--- src/rtl/frame_bank_ctrl.sv ---
// Frame bank controller: rotates N_BANKS frame buffers between a raster-order
// pixel writer and a scaled VGA reader, so the display only switches frames
// at vsync and never shows a partially written frame.
module frame_bank_ctrl #(
   parameter int X_ADDRW     = 10,
   parameter int Y_ADDRW     = 9,
   parameter int SCALE_SHIFT = 2,
   parameter int H_SCALED    = 160,
   parameter int V_SCALED    = 120,
   parameter int N_BANKS     = 2,
   parameter int DATA_W      = 1,
   parameter int DROP_MODE   = 0,
   localparam int ADDRW      = $clog2(H_SCALED * V_SCALED),
   localparam int BANKW      = $clog2(N_BANKS)
) (
   input  logic                      clk,
   input  logic                      reset,
   input  logic                      wr_valid,
   input  logic [DATA_W-1:0]         wr_data,
   output logic                      wr_ready,
   input  logic                      frame_start,
   input  logic [X_ADDRW-1:0]        vga_x,
   input  logic [Y_ADDRW-1:0]        vga_y,
   output logic [N_BANKS-1:0]        bank_we,
   output logic [ADDRW-1:0]          wr_addr,
   output logic [ADDRW-1:0]          rd_addr,
   input  logic [N_BANKS*DATA_W-1:0] rd_data,
   output logic [DATA_W-1:0]         pixel_color,
   output logic [BANKW-1:0]          disp_bank,
   output logic [7:0]                drop_cnt,
   output logic [7:0]                repeat_cnt
);

   localparam int XW = (H_SCALED > 1) ? $clog2(H_SCALED) : 1;
   localparam int YW = (V_SCALED > 1) ? $clog2(V_SCALED) : 1;

   typedef enum logic [1:0] {B_FREE, B_FILLING, B_READY, B_DISPLAY} bank_state_t;
   typedef enum logic [1:0] {W_SEEK, W_FILL, W_HOLD} wr_state_t;

   bank_state_t       bank_q [N_BANKS];
   bank_state_t       bank_d [N_BANKS];
   wr_state_t         wst_q, wst_d;
   logic [BANKW-1:0]  fill_q, fill_d;
   logic [BANKW-1:0]  disp_q, disp_nx;
   logic [BANKW-1:0]  disp_p1, disp_p2;
   logic [XW-1:0]     wx_q;
   logic [YW-1:0]     wy_q;
   logic [ADDRW-1:0]  waddr_q;
   logic [ADDRW-1:0]  raddr_q;
   logic [DATA_W-1:0] pix_q;
   logic [7:0]        drop_q, rep_q;
   logic              drop_inc, rep_inc;

   logic              free_found, ready_found;
   logic [BANKW-1:0]  free_idx, ready_idx;
   logic              accept, last_px, complete, ready_left;

   assign wr_ready    = (wst_q == W_FILL) && !reset;
   assign accept      = wr_ready && wr_valid;
   assign last_px     = (wx_q == XW'(H_SCALED - 1)) && (wy_q == YW'(V_SCALED - 1));
   assign complete    = accept && last_px;
   // A READY bank consumed by this cycle's frame_start no longer blocks the writer.
   assign ready_left  = ready_found && !frame_start;
   assign bank_we     = accept ? (N_BANKS'(1) << fill_q) : '0;
   assign wr_addr     = waddr_q;
   assign rd_addr     = raddr_q;
   assign pixel_color = pix_q;
   assign disp_bank   = disp_q;
   assign drop_cnt    = drop_q;
   assign repeat_cnt  = rep_q;

   // Locate the lowest-index FREE bank and the (single) READY bank.
   always_comb begin
      free_found  = 1'b0;
      free_idx    = '0;
      ready_found = 1'b0;
      ready_idx   = '0;
      for (int unsigned i = 0; i < N_BANKS; i++) begin
         if (!free_found && bank_q[i] == B_FREE) begin
            free_found = 1'b1;
            free_idx   = BANKW'(i);
         end
         if (bank_q[i] == B_READY) begin
            ready_found = 1'b1;
            ready_idx   = BANKW'(i);
         end
      end
   end

   // Next bank states, writer state and display selection.
   always_comb begin
      bank_d   = bank_q;
      wst_d    = wst_q;
      fill_d   = fill_q;
      disp_nx  = disp_q;
      drop_inc = 1'b0;
      rep_inc  = 1'b0;

      if (frame_start) begin
         if (ready_found) begin
            bank_d[ready_idx] = B_DISPLAY;
            bank_d[disp_q]    = B_FREE;
            disp_nx           = ready_idx;
         end else begin
            rep_inc = 1'b1;
         end
      end

      unique case (wst_q)
         W_SEEK: begin
            if (free_found) begin
               bank_d[free_idx] = B_FILLING;
               fill_d           = free_idx;
               wst_d            = W_FILL;
            end
         end
         W_FILL: begin
            if (complete) begin
               if (!ready_left) begin
                  bank_d[fill_q] = B_READY;
                  wst_d          = W_SEEK;
               end else if (DROP_MODE != 0) begin
                  bank_d[ready_idx] = B_FREE;
                  bank_d[fill_q]    = B_READY;
                  drop_inc          = 1'b1;
                  wst_d             = W_SEEK;
               end else begin
                  wst_d = W_HOLD;
               end
            end
         end
         W_HOLD: begin
            if (!ready_found) begin
               bank_d[fill_q] = B_READY;
               wst_d          = W_SEEK;
            end
         end
         default: wst_d = W_SEEK;
      endcase
   end

   // Bank/writer state registers.
   always_ff @(posedge clk) begin
      if (reset) begin
         for (int unsigned i = 0; i < N_BANKS; i++)
            bank_q[i] <= (i == 0) ? B_DISPLAY : B_FREE;
         wst_q  <= W_SEEK;
         fill_q <= '0;
         disp_q <= '0;
      end else begin
         bank_q <= bank_d;
         wst_q  <= wst_d;
         fill_q <= fill_d;
         disp_q <= disp_nx;
      end
   end

   // Raster write counters; the linear address tracks wy*H_SCALED + wx.
   always_ff @(posedge clk) begin
      if (reset) begin
         wx_q    <= '0;
         wy_q    <= '0;
         waddr_q <= '0;
      end else if (wst_q == W_SEEK && free_found) begin
         wx_q    <= '0;
         wy_q    <= '0;
         waddr_q <= '0;
      end else if (accept) begin
         waddr_q <= waddr_q + 1'b1;
         if (wx_q == XW'(H_SCALED - 1)) begin
            wx_q <= '0;
            wy_q <= wy_q + 1'b1;
         end else begin
            wx_q <= wx_q + 1'b1;
         end
      end
   end

   // Saturating drop / repeat statistics.
   always_ff @(posedge clk) begin
      if (reset) begin
         drop_q <= '0;
         rep_q  <= '0;
      end else begin
         if (drop_inc && drop_q != 8'hFF) drop_q <= drop_q + 8'd1;
         if (rep_inc && rep_q != 8'hFF)   rep_q  <= rep_q + 8'd1;
      end
   end

   // Read pipeline: bank select travels alongside the address so a bank
   // switch can never pick a slice belonging to a different read.
   always_ff @(posedge clk) begin
      if (reset) begin
         raddr_q <= '0;
         disp_p1 <= '0;
         disp_p2 <= '0;
         pix_q   <= '0;
      end else begin
         raddr_q <= ADDRW'(32'(vga_y >> SCALE_SHIFT) * 32'(H_SCALED)
                           + 32'(vga_x >> SCALE_SHIFT));
         disp_p1 <= disp_q;
         disp_p2 <= disp_p1;
         pix_q   <= rd_data[disp_p2 * DATA_W +: DATA_W];
      end
   end

endmodule

--- config.mk ---
export PLATFORM = sky130hd
export DESIGN_NAME = frame_bank_ctrl
export DESIGN_NICKNAME = d
export VERILOG_FILES = /design/src/rtl/frame_bank_ctrl.sv
export SDC_FILE = /design/constraint.sdc
export NUM_CORES = 1
export LEC_CHECK = 0
export CORE_MARGIN = 8
export CORE_UTILIZATION = 30
export CTS_CLUSTER_DIAMETER = 40
export CTS_CLUSTER_SIZE = 24
export DETAILED_ROUTE_END_ITERATION = 7
export GPL_TIMING_DRIVEN = 0
export PLACE_DENSITY = 0.58
export SETUP_SLACK_MARGIN = 0.02
export SYNTH_ARGS = -nofsm -noshare
export SYNTH_HDL_FRONTEND = slang
export SYNTH_SLANG_ARGS = --single-unit
--- constraint.sdc ---
create_clock -name clk -period 3.7 [get_ports clk]
set_input_delay 0.74 -clock clk [delete_from_list [all_inputs] [get_ports clk]]
set_output_delay 0.74 -clock clk [all_outputs]
set_load 0.01 [all_outputs]
# == Yosys cells after proc, flatten, opt, wreduce, memory -nomap -nowiden ==
# Cells that the tools add are included.
# op_classes
bitwise,13
magnitude_cmp,8
mux,30
reduce_logical,23
multipliers,1
addsub,5
n_eq_ne,10
shift,2
# op_table
operator,count
$mux 4,6
$mux 2,9
$add 8x1->8 const B,2
$add 15x1->15 const B,1
$add 15x8->15,1
$logic_and 1x1->1,12
$pmux 4 s3,1
$mul 7x3->10 const B,1
$demux 2 s1,4
$eq 8x8->1 const B,1
$ge 2x2->1 const B,4
$lt 2x1->1 const B,4
$mux 1,8
$mux 8,1
$ne 8x8->1 const B,1
$not 1->2,4
$add 7x1->7 const B,1
$eq 7x7->1 const B,1
$eq 2x2->1 const B,3
$logic_not 2->1,3
$ne 2x2->1 const B,3
$pmux 2 s3,1
$reduce_and 2->1,3
$and 2x2->2,2
other kinds (11),15
# word_totals
out_inout_bits,51
regBits,64

# == Depth between registers and ports, before layout ==
# Gate-level depths: netlist of the first run.
# depth
depth_word,15
ltp_mapped,8

# == Least setup slack after synthesis of the first run ==
# OpenSTA, ideal clock, no wires.
# synth_path
kind,input to register
start,input port vga_y[3]
end,register raddr_q[14] (netlist: rd_addr[14])
cell_stages,7
slack_ps,941
setup_time_ps,119
t_arrival_ps,2640
n_path_buf,0
cell_sequence,ha_1 -> ha_1 -> fa_1 -> xnor2_1 -> nor4_4 -> maj3_1 -> o221a_2
# synth_between
elab_chain_len,2
# synth_rtl
item,line,text
start: declaration,23,"input logic [Y_ADDRW-1:0] vga_y,"
$mul 7x3->10,199,raddr_q <= ADDRW'(32'(vga_y >> SCALE_SHIFT) * 32'(H_SCALED)
$add 15x8->15,200,+ 32'(vga_x >> SCALE_SHIFT));
end signal: assignment,199,
end: declaration,49,logic [ADDRW-1:0] raddr_q;
# Every way passes these cells.
# A chain may end at the register's enable or synchronous reset.

# == Worst setup path in the final report of the first run ==
# layout_path
start,input port wr_valid
end,output port bank_we[0]
# layout_between
elab_chain_len,2
# layout_rtl
item,line,text
start: declaration,18,"input logic wr_valid,"
$logic_and 1x1->1,59,assign accept = wr_ready && wr_valid;
$mux 2,64,assign bank_we = accept ? (N_BANKS'(1) << fill_q) : '0;
end: declaration,24,"output logic [N_BANKS-1:0] bank_we,"
# Every way passes these cells.

==> summary by stage, run 1 <==
Setup path
For this design, the slowest cell found on the critical path is clkdlybuf4s50_1. The maximum fanout count along the critical path is 10. The highest cell delay on the worst timing path is 550 ps. At the worst endpoint, the arrival time is 2450 ps. The most repeated library cell on the critical path is clkdlybuf4s50_1. The category of the most critical setup path is input pin to output pin. Traced cell by cell, the critical path runs through clkdlybuf4s50_1, and4bb_1, buf_4, nor2b_1, clkdlybuf4s50_1.

STA classifies the critical path endpoint as an output pin. Data on the critical path is required at its endpoint by 2960 ps. STA classifies the critical path startpoint as an input pin.

Min path
The min-delay analysis places its worst path in the category register to register.

Status
The flow ran to the end, and the final reports show no timing, DRC or antenna violations.

Clock network
At the later pin of the worst-skew pair, clock insertion delay measures 330 ps. The CTS sink count is 64. The buffer cell driving the clock tree root is clkbuf_8. The CTS buffer count is 9. The hold buffer count at CTS is 0. Counting along the longest clock path gives a buffer depth of 2. The clock tree from TritonCTS is built.

In this run, post-CTS repair resized a total of 0 instances. The number of setup buffers added after CTS is 0. Clock-pin slew was measured on the worst setup and hold paths at 70 ps. The depth of the CTS H-tree is 3.

Floorplan
The initialized floorplan defines 37 standard-cell rows. The floorplan die area is 0.0139 mm2. In this run the count of I/O pins placed on the die edge is 77. The die extent in x is 118 um. The floorplan step set the die height to 118 um. For this configuration, the core starts out at a cell density of 0.306.

The placeable core region is 0.0102 mm2.

Final layout
Measured on the finished design, the core utilization comes to 0.406. The area of all sequential standard cells is 0.00128 mm2. The synthesis-to-layout area growth is 32.9%. The count of non-filler cells in the finished layout is 566. The leading cell type in the layout, fill and taps excluded is dfxtp_1. The number of fill cells in the layout is 1,051. At the end of the flow, the number of nets in the layout was 470. In the final layout, the share of cells above drive strength 1 is 0.0744. The number of antenna diodes in the final layout is 0. The area taken by multi-input logic gates is 0.00172 mm2. In the layout the commonest cells are 64 x dfxtp_1, 61 x clkdlybuf4s50_1, 59 x nor2_1.

Power and ir drop
The sum of internal, switching and leakage power is 1.64 mW. The share of total power consumed by net switching is 0.250. The proportion of power drawn by combinational gates is 0.160.

The internal power consumption is 1.23 mW. The switching component of the power is 0.411 mW. Of the total power, the clock network draws 0.392.

The power per cell area is 397 mW/mm2. The sequential group share of total power is 0.448. The leakage dissipation is 1.55 nW. Across the VDD grid, the largest voltage drop is 0.156 mV.

Timing
Setup repair after global routing left no endpoint under its margin. The final setup violation count is 0. The final number of hold-violating endpoints is 0. The peak clock frequency supported by timing is 313 MHz.

On the final layout, the worst clock skew is 6.45 ps. The max-slew violation total from the final report is 0. After routing, the total negative slack on setup checks comes to 0 ps. The part of the cycle the worst path needs is 0.862. Measured against its own limit, the worst slew margin works out to 0.514.

The worst-margin pin slew is 728 ps. The routed design could run at a clock period as short as 3190 ps.

Synthesis
The gate count after technology mapping is 346. In the synthesized netlist the async set-or-reset flop fraction comes to 0. Averaged over all synthesized cells, the footprint is 8.99 um2. After synthesis the netlist holds a flip-flop and latch count of 64. The number of distinct library cells after synthesis is 49. The commonest register cell after synthesis is dfxtp_1. The fraction of the yosys area taken by sequential cells is 0.412.

Yosys mapped a number of flops with a built-in enable equal to 0. The cell area that synthesis handed to floorplanning was 0.00311 mm2. For this run, the number of Yosys warnings is 0.

Global routing
The via count of the first global-routing pass was 2,630. The first global-routing pass estimated 11.9 mm of wire. The total congestion overflow is 0. The initial antenna violation count was 0. The overall track demand over capacity in global routing is 0.102. The largest net degree at the start of global routing is 11.

Placement
After detailed placement, the design holds a cell count of 550. The wire-length estimate of the detail-placed layout is 5.39 mm. At the end of routability-driven placement, the weighted congestion stood at 0.811. In this run the tool buffered the top-level ports with 61 buffer cells.

Flow run
Across the run, the number of max-cap violations was 0.

Routing
The first routing iteration left 106 violations. The total detailed-routing wirelength is 6.99 mm. For this run, design rule violations remaining after detail routing come to 0.

The number of nets with antenna violations after routing is 0. Dividing the detail-routed wire length by the instance count gives 12.3 um. The first TritonRoute pass finished after 6 iterations. After detailed routing, the number of vias per cell comes to 4.57. Summing over every cut layer, the via total after detailed routing is 2,587.
-- flip-flops by register name, indices dropped and copies added, names as in the netlist --
register     cells
wx_q             8
fill_q           1
wy_q             7
disp_bank        1
rd_addr         15
disp_p1          1
disp_p2          1
wr_addr         15
bank_q           4
wst_q            2
repeat_cnt       8
pixel_color      1
-- power by group through the flow --
stage / sequential, mW / clock [mW] / combinational [mW]
floorplan: 0.758 / 0 / 0.152
global placement: 0.751 / 0 / 0.263
detailed placement: 0.751 / 0 / 0.265
CTS: 0.736 / 0.667 / 0.267
global route: 0.740 / 0.697 / 0.293
finish: 0.735 / 0.644 / 0.263
-- final timing paths --
check / startpoint / end / slack [ps] / cells after the start
setup / recovery: wr_valid / bank_we[0] / 510 / 5
hold reg to reg: disp_p1$_SDFF_PP0_ / disp_p2$_SDFF_PP0_ / 440 / 1
hold / removal: disp_p1$_SDFF_PP0_ / disp_p2$_SDFF_PP0_ / 440 / 1
setup reg to reg: repeat_cnt[0]$_SDFFE_PP0P_ / repeat_cnt[7]$_SDFFE_PP0P_ / 1890 / 6
-- synthesized netlist by cell type, types with 2 or more instances --
| cell | count | share of area |
|---|---|---|
| nand3_1 | 8 | 0.013 |
| o211ai_1 | 2 | 0.0048 |
| o21ai_0 | 8 | 0.013 |
| nor2_1 | 59 | 0.071 |
| xor2_1 | 21 | 0.059 |
| clkbuf_1 | 6 | 0.0072 |
| a31oi_1 | 3 | 0.0060 |
| nor3b_1 | 2 | 0.0048 |
| nor4_1 | 2 | 0.0040 |
| a21o_1 | 2 | 0.0048 |
| nand4_1 | 12 | 0.024 |
| nand2b_1 | 6 | 0.012 |
| o2111ai_1 | 2 | 0.0056 |
| and4bb_1 | 2 | 0.0080 |
| xnor2_1 | 18 | 0.051 |
| fa_1 | 2 | 0.013 |
| or3_1 | 2 | 0.0040 |
| a211oi_1 | 2 | 0.0048 |
| nor2b_1 | 13 | 0.026 |
| and3_1 | 7 | 0.014 |
| nand2_1 | 24 | 0.029 |
| dfxtp_1 | 64 | 0.41 |
| a21oi_1 | 10 | 0.016 |
| buf_4 | 10 | 0.024 |
| inv_1 | 7 | 0.0084 |
| and4_1 | 2 | 0.0056 |
| nor3_1 | 8 | 0.013 |
| mux2i_1 | 5 | 0.016 |
| ha_1 | 17 | 0.068 |
-- cell type report --
class / count / area share
Inverter: 7 / 0.00635
Tap cell: 136 / 0.0411
Sequential cell: 64 / 0.310
Clock buffer: 14 / 0.0442
Clock inverter: 2 / 0.00847
Buffer: 18 / 0.0257
Multi-Input combinational cell: 264 / 0.417
Timing Repair Buffer: 61 / 0.148
-- critical path: cells and delay by family --
kind                   cells  cell delay (ps)
and+or+nand+nor            2              460
buffers and inverters      3             1250
-- metrics by stage --
step                      setup slack (ps)  instance area (um2)  hold WS (ps)
after floorplan                        941                 3140           414
after global placement                 340                 3920           421
after detailed placement               331                 3920           429
after CTS                              469                 4140           446
after global routing                   443                 4140           469
final                                  510                 4140           439
-- cells by family after synthesis --
group,count (synthesis),share of synthesized area
AO/OA/AOI/OAI,39,0.0856
XOR/XNOR,39,0.110
adder cells (fa/ha/maj),20,0.0844
buffers and inverters,25,0.0426
flip-flops,64,0.412
multiplexers,5,0.0161
other,1,0.00121
AND/OR/NAND/NOR,153,0.248
-- per-layer routing --
metal	part of all wire	track usage	routed length, um	up-vias
met5	0	0	0	-
met4	0.012	0.0368	82	0
met3	0.072	0.0451	500	8
met2	0.44	0.160	3100	56
met1	0.47	0.121	3300	1191
li1	-	-	-	1332
(Power assumes the default switching activity.)
==> inputs of run 2 (changes only) <==
--- a/config.mk
+++ b/config.mk
@@ -10,8 +10,7 @@
 export CTS_CLUSTER_DIAMETER = 40
 export CTS_CLUSTER_SIZE = 24
 export DETAILED_ROUTE_END_ITERATION = 7
-export GPL_TIMING_DRIVEN = 0
-export PLACE_DENSITY = 0.58
+export PLACE_DENSITY = 0.53
 export SETUP_SLACK_MARGIN = 0.02
 export SYNTH_ARGS = -nofsm -noshare
 export SYNTH_HDL_FRONTEND = slang
==> run 2 against run 1 <==
  * Non-clock buffer count decreased by 13
  * Wire length decreased by 2.8%
  * Design area decreased by 2.1%
  * Critical path depth increased by 3
  * Sequential share of layout area increased by 0.65 points
  * Fmax increased by 6.2%
  * Critical path type is now input pin to register
  * Count of clock-buffer cells in the layout decreased by 4
==> summary by stage, run 2 (synthesized netlist as in run 1, its figures left out) <==
Routing
The via count was 2,533 (was 2,587). The first-pass iteration count of the detailed router was 4 (was 6). The number of DRC violations after detailed routing is 0 (unchanged). The average wire length per cell after detail routing is 12.3 um (about the same). The total detailed-routing wirelength was 6.79 mm (was 6.99 mm).

The number of nets with antenna violations after routing came to 0 (unchanged). The detailed-route vias per instance is 4.58 (was 4.57). The number of DRC markers in iteration 0 is 84 (was 106).

Status
Status: completed (unchanged).

Timing
The minimum clock period after layout is 3000 ps (was 3190 ps). The max-slew violation total from the final report is 0 (unchanged). The final number of hold-violating endpoints is 0 (unchanged). The clock skew is 10.7 ps (was 6.45 ps). The final setup violation count is 0 (unchanged). The part of the cycle the worst path needs is 0.812 (was 0.862). Unrepaired setup endpoints after global routing: false (unchanged). The worst-margin pin slew is 762 ps (was 728 ps).

The peak clock frequency supported by timing came to 333 MHz (was 313 MHz). The worst-case headroom to the max-slew limit is 0.491 (was 0.514). The accumulated negative setup slack is 0 ps (unchanged).

Floorplan
The die extent in x came to 118 um (unchanged). The initial cell density of the core is 0.306 (unchanged). The floorplan die area is 0.0139 mm2 (unchanged). The number of standard-cell rows in the floorplan is 37 (unchanged). The die height is 118 um (unchanged).

The top-level I/O count is 77 (unchanged). The placeable core region is 0.0102 mm2 (unchanged).

Flow run
The reported max-cap violation count is 0 (unchanged).

Clock network
The hold buffer count at CTS is 0 (unchanged). The buffer cell driving the clock tree root is clkbuf_8 (unchanged). The clock-pin slew on the worst setup and hold paths is 70 ps (about the same). The depth of the CTS H-tree is 3 (unchanged). The clock tree from TritonCTS is built (unchanged). The number of setup buffers added after CTS is 0 (unchanged). The number of buffers on the longest clock path is 2 (unchanged).

The clock latency on the worst-skew pair was 340 ps (was 330 ps). The number of instances resized during post-cts repair is 0 (unchanged). The CTS sink count is 64 (unchanged). The CTS buffer count is 9 (unchanged).

Placement
The estimated wirelength of the detail-placed design came to 5.07 mm (was 5.39 mm). The last weighted congestion value of the routability-driven placer is 0.799 (was 0.811). The number of I/O port buffers came to 63 (was 61).

Global routing
The total congestion overflow is 0 (unchanged). The initial antenna violation count is 0 (unchanged). The global-route wire length before repair is 11.6 mm (was 11.9 mm). The overall track demand over capacity in global routing is 0.101 (was 0.102). The via count of the first global-routing pass came to 2,555 (was 2,630).

The largest net degree at the start of global routing is 35 (was 11).

Setup path
The critical path data required time came to 3940 ps (was 2960 ps). The worst-case register-to-register setup slack is 1630 ps (was 1890 ps). The critical path capture point type is a register (was output pin). The startpoint class of the critical path is an input pin (unchanged).

The maximum fanout count along the critical path is 4 (was 10). The arrival time of the worst setup path came to 3240 ps (was 2450 ps). The category of the most critical setup path was input pin to register (was input pin to output pin).

Final layout
The synthesis-to-layout area growth is 30.2% (was 32.9%). The proportion of layout cells with a drive suffix above 1 was 0.0576 (was 0.0744). Leading cell types in the layout, fill and taps excluded: 64 x dfxtp_1, 63 x clkdlybuf4s50_1, 59 x nor2_1 (was 64 x dfxtp_1, 61 x clkdlybuf4s50_1, 59 x nor2_1). The number of inserted diodes is 0 (unchanged). The number of fill cells in the layout was 1,084 (was 1,051). The leading cell type in the layout, fill and taps excluded is dfxtp_1 (unchanged). The count of nets after finishing came to 457 (was 470).

Power and ir drop
The leakage dissipation is 1.49 nW (was 1.55 nW). The power per cell area is 392 mW/mm2 (was 397 mW/mm2). The sum of internal, switching and leakage power is 1.59 mW (was 1.64 mW). The worst IR drop on VDD is 0.148 mV (was 0.156 mV).

Min path
The path class of the lowest-slack min-delay path is register to register (unchanged).
-- run 2: where the power goes --
part	leakage [nW]	switching [mW]	internal, mW	total, mW
combinational	0.868	0.130	0.126	0.256
clock	0.0968	0.281	0.315	0.596
sequential	0.521	0.0179	0.717	0.735
-- run 2: stage by stage --
| step | hold WS (ps) | worst slack [ps] | cell area (um2) | std cells | utilization |
|---|---|---|---|---|---|
| global route | 466 | 555 | 4050 | 553 | 0.398 |
| finish | 457 | 697 | 4050 | 553 | 0.398 |
| CTS | 449 | 651 | 4050 | 553 | 0.398 |
| global placement | 426 | 350 | 3850 | 537 | 0.379 |
| detailed placement | 436 | 344 | 3850 | 537 | 0.379 |
| floorplan | 414 | 941 | 3140 | 353 | - |
-- run 2: path summary, 6_finish.rpt --
| path | from | endpoint | cells past startpoint |
|---|---|---|---|
| worst max-delay path | vga_y[4] | rd_addr[14]$_SDFF_PP0_ | 8 |
| worst min-delay path | disp_p1$_SDFF_PP0_ | disp_p2$_SDFF_PP0_ | 1 |
| worst max register to register | wst_q[0]$_SDFFE_PP0P_ | bank_q[0]$_SDFF_PP0_ | 6 |
| worst min register to register | disp_p1$_SDFF_PP0_ | disp_p2$_SDFF_PP0_ | 1 |
-- run 2: final cells by class --
class                           count  area (um2)  area share
Clock buffer                       10         128      0.0315
Inverter                            7        26.3     0.00649
Sequential cell                    64        1280       0.316
Timing Repair Buffer               66         653       0.161
Multi-Input combinational cell    264        1720       0.426
Tap cell                          136         170      0.0420
Clock inverter                      6        68.8      0.0170
-- run 2: metal layers --
layer / GRT usage / part of all wire / vias to the layer above
li1: - / - / 1311
met1: 0.103 / 0.45 / 1153
met2: 0.173 / 0.46 / 57
met3: 0.0518 / 0.076 / 12
met4: 0.0392 / 0.014 / 0
met5: 0 / 0 / -
-- run 2: critical path, cell delays in order --
cell             delay, ps
clkdlybuf4s50_1        430
ha_1                   350
ha_1                   300
a211oi_1               470
o21ba_2                280
nor4_4                  70
maj3_1                 360
o221a_2                240
